## config.mk

```make
export PLATFORM = sky130hd
export DESIGN_NAME = pbs_battle_dp_gen
export DESIGN_NICKNAME = d
export VERILOG_FILES = /design/src/rtl/pbs_battle_dp_gen.sv
export SDC_FILE = /design/constraint.sdc
export NUM_CORES = 1
export LEC_CHECK = 0
export CAP_MARGIN = 10
export CORE_MARGIN = 1.5
export CORE_UTILIZATION = 48
export DETAILED_ROUTE_END_ITERATION = 16
export MAX_ROUTING_LAYER = met4
export PLACE_DENSITY = 0.8
export SLEW_MARGIN = 20
export SYNTH_ARGS = -nofsm -noshare
export SYNTH_HDL_FRONTEND = slang
export SYNTH_SLANG_ARGS = --single-unit
```

## constraint.sdc

```tcl
create_clock -name clk -period 2.8 [get_ports clk]
set_clock_uncertainty 0.2 [all_clocks]
set_input_delay 0.56 -clock clk [delete_from_list [all_inputs] [get_ports clk]]
set_output_delay 0.56 -clock clk [all_outputs]
set_load 0.1 [all_outputs]
```

## src/rtl/pbs_battle_dp_gen.sv

```systemverilog
// rtl/pbs_battle_dp_gen.sv - PBS battle datapath: seedable LFSR, HP registers, turn sequencer
// One start handshake runs player action, AI counter-attack, then a one-cycle turn_done.
module pbs_battle_dp_gen #(
   parameter int HP_W     = 4,
   parameter int MAX_HP   = 15,
   parameter int HEAL_AMT = 5,
   parameter int MOVE_W   = 2,
   parameter int ACC_W    = 4,
   parameter logic [(2**MOVE_W)*HP_W-1:0]  DMG_TABLE = {4'd8, 4'd5, 4'd3, 4'd2},
   parameter logic [(2**MOVE_W)*ACC_W-1:0] ACC_TABLE = {4'd4, 4'd8, 4'd12, 4'd15},
   parameter logic [15:0] LFSR_SEED = 16'hACE1
) (
   input  logic              clk,
   input  logic              rst,
   input  logic              stop,
   input  logic              seed_load,
   input  logic [15:0]       seed,
   input  logic              new_battle,
   input  logic              turn_start,
   input  logic              p_heal,
   input  logic [MOVE_W-1:0] p_move,
   output logic              busy,
   output logic              turn_done,
   output logic [HP_W-1:0]   p_hp,
   output logic [HP_W-1:0]   ai_hp,
   output logic              p_dead,
   output logic              ai_dead,
   output logic              p_hit,
   output logic              ai_hit,
   output logic [MOVE_W-1:0] ai_move
);

   localparam logic [1:0] S_IDLE   = 2'd0;
   localparam logic [1:0] S_P_ACT  = 2'd1;
   localparam logic [1:0] S_AI_ACT = 2'd2;
   localparam logic [1:0] S_DONE   = 2'd3;

   localparam logic [HP_W-1:0] HP_MAX   = HP_W'(MAX_HP);
   localparam logic [HP_W:0]   MAX_EXT  = (HP_W+1)'(MAX_HP);
   localparam logic [HP_W:0]   HEAL_EXT = (HP_W+1)'(HEAL_AMT);

   function automatic logic [HP_W-1:0] dmg_of(input logic [MOVE_W-1:0] m);
      return DMG_TABLE[int'(m)*HP_W +: HP_W];
   endfunction

   function automatic logic [ACC_W-1:0] acc_of(input logic [MOVE_W-1:0] m);
      return ACC_TABLE[int'(m)*ACC_W +: ACC_W];
   endfunction

   function automatic logic [HP_W-1:0] sat_sub(input logic [HP_W-1:0] a, input logic [HP_W-1:0] b);
      return (b > a) ? '0 : a - b;
   endfunction

   logic [1:0]        state;
   logic [15:0]       lfsr;
   logic [15:0]       lfsr_next;
   logic              heal_q;
   logic [MOVE_W-1:0] move_q;

   logic [ACC_W-1:0]  roll;
   logic [MOVE_W-1:0] ai_pick;
   logic              p_roll_hit;
   logic              ai_roll_hit;
   logic [HP_W-1:0]   ai_hp_hit;
   logic [HP_W-1:0]   p_hp_hit;
   logic [HP_W:0]     heal_sum;
   logic [HP_W-1:0]   heal_hp;

   assign busy    = (state != S_IDLE);
   assign p_dead  = (p_hp == '0);
   assign ai_dead = (ai_hp == '0);

   // Both roll and AI pick come from the current register, so a frozen LFSR repeats them.
   assign roll    = lfsr[ACC_W-1:0];
   assign ai_pick = lfsr[ACC_W+MOVE_W-1:ACC_W];

   assign lfsr_next   = lfsr[0] ? ((lfsr >> 1) ^ 16'hB400) : (lfsr >> 1);
   assign p_roll_hit  = (roll < acc_of(move_q));
   assign ai_roll_hit = (roll < acc_of(ai_pick));
   assign ai_hp_hit   = sat_sub(ai_hp, dmg_of(move_q));
   assign p_hp_hit    = sat_sub(p_hp, dmg_of(ai_pick));
   assign heal_sum    = {1'b0, p_hp} + HEAL_EXT;
   assign heal_hp     = (heal_sum > MAX_EXT) ? HP_MAX : heal_sum[HP_W-1:0];

   always_ff @(posedge clk) begin
      if (rst) begin
         state     <= S_IDLE;
         lfsr      <= LFSR_SEED;
         p_hp      <= HP_MAX;
         ai_hp     <= HP_MAX;
         heal_q    <= 1'b0;
         move_q    <= '0;
         turn_done <= 1'b0;
         p_hit     <= 1'b0;
         ai_hit    <= 1'b0;
         ai_move   <= '0;
      end else begin
         turn_done <= (state == S_DONE);

         if (seed_load)
            lfsr <= (seed == 16'h0000) ? LFSR_SEED : seed;
         else if (!stop)
            lfsr <= lfsr_next;

         case (state)
            S_IDLE: begin
               if (turn_start && !p_dead && !ai_dead) begin
                  heal_q <= p_heal;
                  move_q <= p_move;
                  p_hit  <= 1'b0;
                  ai_hit <= 1'b0;
                  state  <= S_P_ACT;
               end else if (new_battle) begin
                  p_hp    <= HP_MAX;
                  ai_hp   <= HP_MAX;
                  p_hit   <= 1'b0;
                  ai_hit  <= 1'b0;
                  ai_move <= '0;
               end
            end
            S_P_ACT: begin
               if (heal_q) begin
                  p_hp  <= heal_hp;
                  state <= S_AI_ACT;
               end else begin
                  p_hit <= p_roll_hit;
                  if (p_roll_hit)
                     ai_hp <= ai_hp_hit;
                  // A knocked-out AI gets no counter-attack.
                  state <= (p_roll_hit && ai_hp_hit == '0) ? S_DONE : S_AI_ACT;
               end
            end
            S_AI_ACT: begin
               ai_move <= ai_pick;
               ai_hit  <= ai_roll_hit;
               if (ai_roll_hit)
                  p_hp <= p_hp_hit;
               state <= S_DONE;
            end
            S_DONE:  state <= S_IDLE;
            default: state <= S_IDLE;
         endcase
      end
   end

endmodule

```

==> flow_metrics.env <==
export IMPL_largest_family_of_logic_cells_by_synthesized_area="simple AND/OR/NAND/NOR gates"
export IMPL_cp_slowest_stage_delay_ns=0.49
export IMPL_met2RoutedLength_um=2670
export IMPL_switching_share=0.433
export IMPL_net_switching_power_mw=1.02
export IMPL_synth_top_cell_by_area="sky130_fd_sc_hd__dfxtp_1"
export IMPL_worst_setup_hold_path_clk_slew_ns=0.08
export IMPL_routed_wire_length_per_instance_um=13.9
export IMPL_timing_critical_path_from="move_q[0]"
export IMPL_post_synth_mux_area_share=0.111
export IMPL_drv_cap=0
export IMPL_final_period_utilization=0.932
export IMPL_synth_yosys_warnings=0
export IMPL_synth_xor_xnor_area_share=0.0260
export IMPL_clock_insertion_delay_worst_skew_ns=0.29
export IMPL_synth_edff_count=0
export IMPL_grt_overflow_total=0
export IMPL_power_sequential_fraction=0.272
export IMPL_worst_slew_margin_rel=0.676
export IMPL_post_synth_inst_count=277
export IMPL_clockRootBuffer="sky130_fd_sc_hd__clkbuf_8"
export IMPL_groute_usage_overall=0.229
export IMPL_internal_power_mw=1.33
export IMPL_path_cells="inv_1 -> ha_1 -> ha_1 -> inv_1 -> fa_2 -> nand2_1 -> nor4_1 -> or4_4 -> a2111o_1 -> a21oi_2"
export IMPL_syn_area_um2=2350
export IMPL_cts_tree="done"
export IMPL_rr_worst_depth=10
export IMPL_cpLargestDelayFamily="adder cells"
export IMPL_hold_class="reg2reg"
export IMPL_crit_path_max_fanout=3
export IMPL_finalWeightedCongestion=0.927
export IMPL_worstHoldEndpoint="ai_move[0]"
export IMPL_ios=41
export IMPL_max_slew_worst_pin_slew_ns=0.482
export IMPL_combined_buffer_and_inverter_count_along_the_critical_path=2
export IMPL_max_freq_mhz=383
export IMPL_final_area_um2=2980
export IMPL_n_fill_cell=412
export IMPL_r2r_end="state[0]"
export IMPL_reg2reg_from="move_q[0]"
export IMPL_met1_wire_length_um=2370
export IMPL_grt_pass1_vias=2067
export IMPL_detail_route_wirelength_um=5370
export IMPL_power_frac_comb=0.490
export IMPL_most_instantiated_library_cell_after_synthesis="sky130_fd_sc_hd__nor2_1"
export IMPL_cts_hold_buffers=0
export IMPL_fp_dieH_um=73.0
export IMPL_area_growth_syn_to_layout_pct=26.6
export IMPL_die_width_um=73.0
export IMPL_design_die_area_um2=5330
export IMPL_buffer_ports_inserted=40
export IMPL_irDropWorstVdd_mv=0.381
export IMPL_synth_compound_area_frac=0.169
export IMPL_grt_start_max_net_pins=37
export IMPL_grt_first_pass_wirelength_um=9250
export IMPL_finalHoldWorstSlack_ns=0.293
export IMPL_synth_async_reset_ratio=0
export IMPL_detailedRoute_firstPassIterationCount=5
export IMPL_cellLeakagePower_nw=1.30
export IMPL_cts_repair_timing_setup_buffer_count=0
export IMPL_topmost_layer_with_routed_signal_wires="met4"
export IMPL_number_of_antenna_violations_at_the_first_check_in_global_routing=0
export IMPL_setup_viol_count_final=0
export IMPL_layout_nets=372
export IMPL_clock_tree_buffer_depth=2
export IMPL_detailroute_wirelength_met3_um=267
export IMPL_unrepaired_setup_endpoints_after_global_routing="no"
export IMPL_drv_slew=0
export IMPL_dpl_hpwl_um=4020
export IMPL_final_hold_viol_count=0
export IMPL_core_area_um2=4720
export IMPL_postSynth_topFlopCell="sky130_fd_sc_hd__dfxtp_1"
export IMPL_postSynthRegisterBits=34
export IMPL_synthAdderAreaFrac=0.160
export IMPL_synth_top_area_share=0.289
export IMPL_clock_power_share=0.239
export IMPL_syn_mean_instance_area_um2=8.50
export IMPL_initial_utilization=0.499
export IMPL_synth_seq_area_share=0.289
export IMPL_critPathArrivalTime_ns=2.63
export IMPL_critical_path_startpoint_type="flop"
export IMPL_timing_setup_critical_path_class="reg2reg"
export IMPL_synth_distinct_cells=43
export IMPL_worstPathRequired_ns=2.83
export IMPL_drc=0
export IMPL_worstSetupEndpointType="flop"
export IMPL_final_setup_tns_ns=0
export IMPL_initial_detailed_routing_violation_count=145
export IMPL_fin_crit_ns=2.61
export IMPL_post_synthesis_share_of_cell_area_spent_on_and_or_nand_and_nor_gates=0.194
export IMPL_ant_nets=0
export IMPL_diodes=0
export IMPL_number_of_vias_in_the_routed_layout=2117
export IMPL_viasPerCell=5.48
export IMPL_r2r_setup_slack_ns=0.19
export IMPL_placed_cell_area_um2=2840
export IMPL_min_from="ai_move[0]"
export IMPL_crit_path_top_delay_cell="sky130_fd_sc_hd__or4_4"
export IMPL_synth_commonest_cells="38 x sky130_fd_sc_hd__nor2_1, 34 x sky130_fd_sc_hd__dfxtp_1, 27 x sky130_fd_sc_hd__ha_1"
export IMPL_run_status="complete, no violations"
export IMPL_std_cell_rows=25
export IMPL_layout_drive_gt1_share=0.169
export IMPL_cts_htree_levels=2
export IMPL_cts_made_buffers=5
export IMPL_numClockSinks=34
export IMPL_post_synth_main_area_contributors="sky130_fd_sc_hd__dfxtp_1 29%, sky130_fd_sc_hd__ha_1 14%, sky130_fd_sc_hd__mux2i_1 7.2%, sky130_fd_sc_hd__nor2_1 6.1%, sky130_fd_sc_hd__a21oi_1 4.3%"
export IMPL_hold_depth=2
export IMPL_synth_nets=331
export IMPL_pwr_density_cell_nw_per_um2=788
logic make-up (layout without fill, tap and decap cells):
family	Yosys count	in the layout
XOR/XNOR	7	7
multiplexers	25	25
flip-flops	34	34
adder cells (fa/ha/maj)	29	29
buffers and inverters	32	74
AND/OR/NAND/NOR	89	89
AO/OA/AOI/OAI	61	61
power by group through the flow:
stage,Clock [mW],Sequential (mW),Combinational (mW)
3_3_place_gp,0,0.647,1.12
2_1_floorplan,0,0.860,0.673
4_1_cts,0.567,0.639,1.15
5_1_grt,0.588,0.651,1.25
6_report,0.560,0.638,1.15
3_5_place_dp,0,0.649,1.14
worst reg2reg max path, stage by stage (launching register included):
cell and delay (ns):
sky130_fd_sc_hd__dfxtp_2 0.35, sky130_fd_sc_hd__inv_1 0.06, sky130_fd_sc_hd__ha_1 0.29, sky130_fd_sc_hd__ha_1 0.16, sky130_fd_sc_hd__inv_1 0.07, sky130_fd_sc_hd__fa_2 0.37
sky130_fd_sc_hd__nand2_1 0.07, sky130_fd_sc_hd__nor4_1 0.05, sky130_fd_sc_hd__or4_4 0.49, sky130_fd_sc_hd__a2111o_1 0.31, sky130_fd_sc_hd__a21oi_2 0.13
metrics by stage:
stage / setup slack, ns / utilization / cells / power (mW)
2_1_floorplan: 0.00762 / - / 277 / 1.53
3_3_place_gp: 0.126 / 0.601 / 378 / 1.77
3_5_place_dp: 0.00926 / 0.601 / 378 / 1.79
4_1_cts: 0.0601 / 0.631 / 386 / 2.36
5_1_grt: 0.0779 / 0.631 / 386 / 2.49
6_report: 0.190 / 0.631 / 386 / 2.35
flip-flops by register name (all words and copies together), names as in the netlist:
name       cells
ai_hit         1
lfsr          16
ai_hp          4
move_q         2
turn_done      1
p_hit          1
ai_move        2
heal_q         1
p_hp           4
state          2
per-layer routing:
layer / vias to the layer above / track usage
met5: - / -
met4: 0 / 0.0755
met3: 6 / 0.0318
met2: 56 / 0.388
met1: 986 / 0.278
li1: 1069 / -
placed cells by master (no fill, tap or decap), drive strengths merged, types with 2 or more instances in the layout:
master / netlist / layout
nor2: 38 / 38
dfxtp: 34 / 34
ha: 27 / 27
clkdlybuf4s50: 0 / 24
a21oi: 21 / 21
inv: 22 / 20
buf: 1 / 20
mux2i: 17 / 17
nand2b: 15 / 15
nand2: 10 / 10
mux2: 8 / 8
o22ai: 8 / 8
o21ai: 7 / 7
nor4: 6 / 6
nor3: 5 / 5
o21bai: 5 / 5
clkbuf: 9 / 5
nor2b: 4 / 4
xnor2: 4 / 4
a211oi: 4 / 4
o32ai: 3 / 3
o21a: 3 / 3
xor2: 3 / 3
clkinvlp: 0 / 2
or4: 2 / 2
o31ai: 2 / 2
bufinv: 0 / 2
or3b: 2 / 2
nand4: 2 / 2
fa: 2 / 2
layout make-up:
class                   instances  area (µm²)  area share
clock buffers                   5        68.8      0.0231
well taps                      67        83.8      0.0281
multi-input cells             211        1560       0.522
inverters                      22        90.1      0.0302
repair buffers                 44         415       0.139
clock inverters                 3        68.8      0.0231
flip-flops and latches         34         697       0.234
how the worst max path moves through the flow:
| stage | slack (ns) | endpoint | cells past startpoint |
|---|---|---|---|
| floorplan | 0.008 | state[0] | 7 |
| global placement | 0.13 | state[0] | 10 |
| detailed placement | 0.009 | state[0] | 10 |
| CTS | 0.06 | state[0] | 10 |
| global route | 0.08 | state[0] | 10 |
| finish | 0.19 | state[0] | 10 |
what timing repair did:
action                                  CTS  global route
gates resized for setup                   1             1
pin swaps                                 0             1
endpoints found under the setup margin    1             1
No activity file was read; power rests on OpenSTA's default activity.
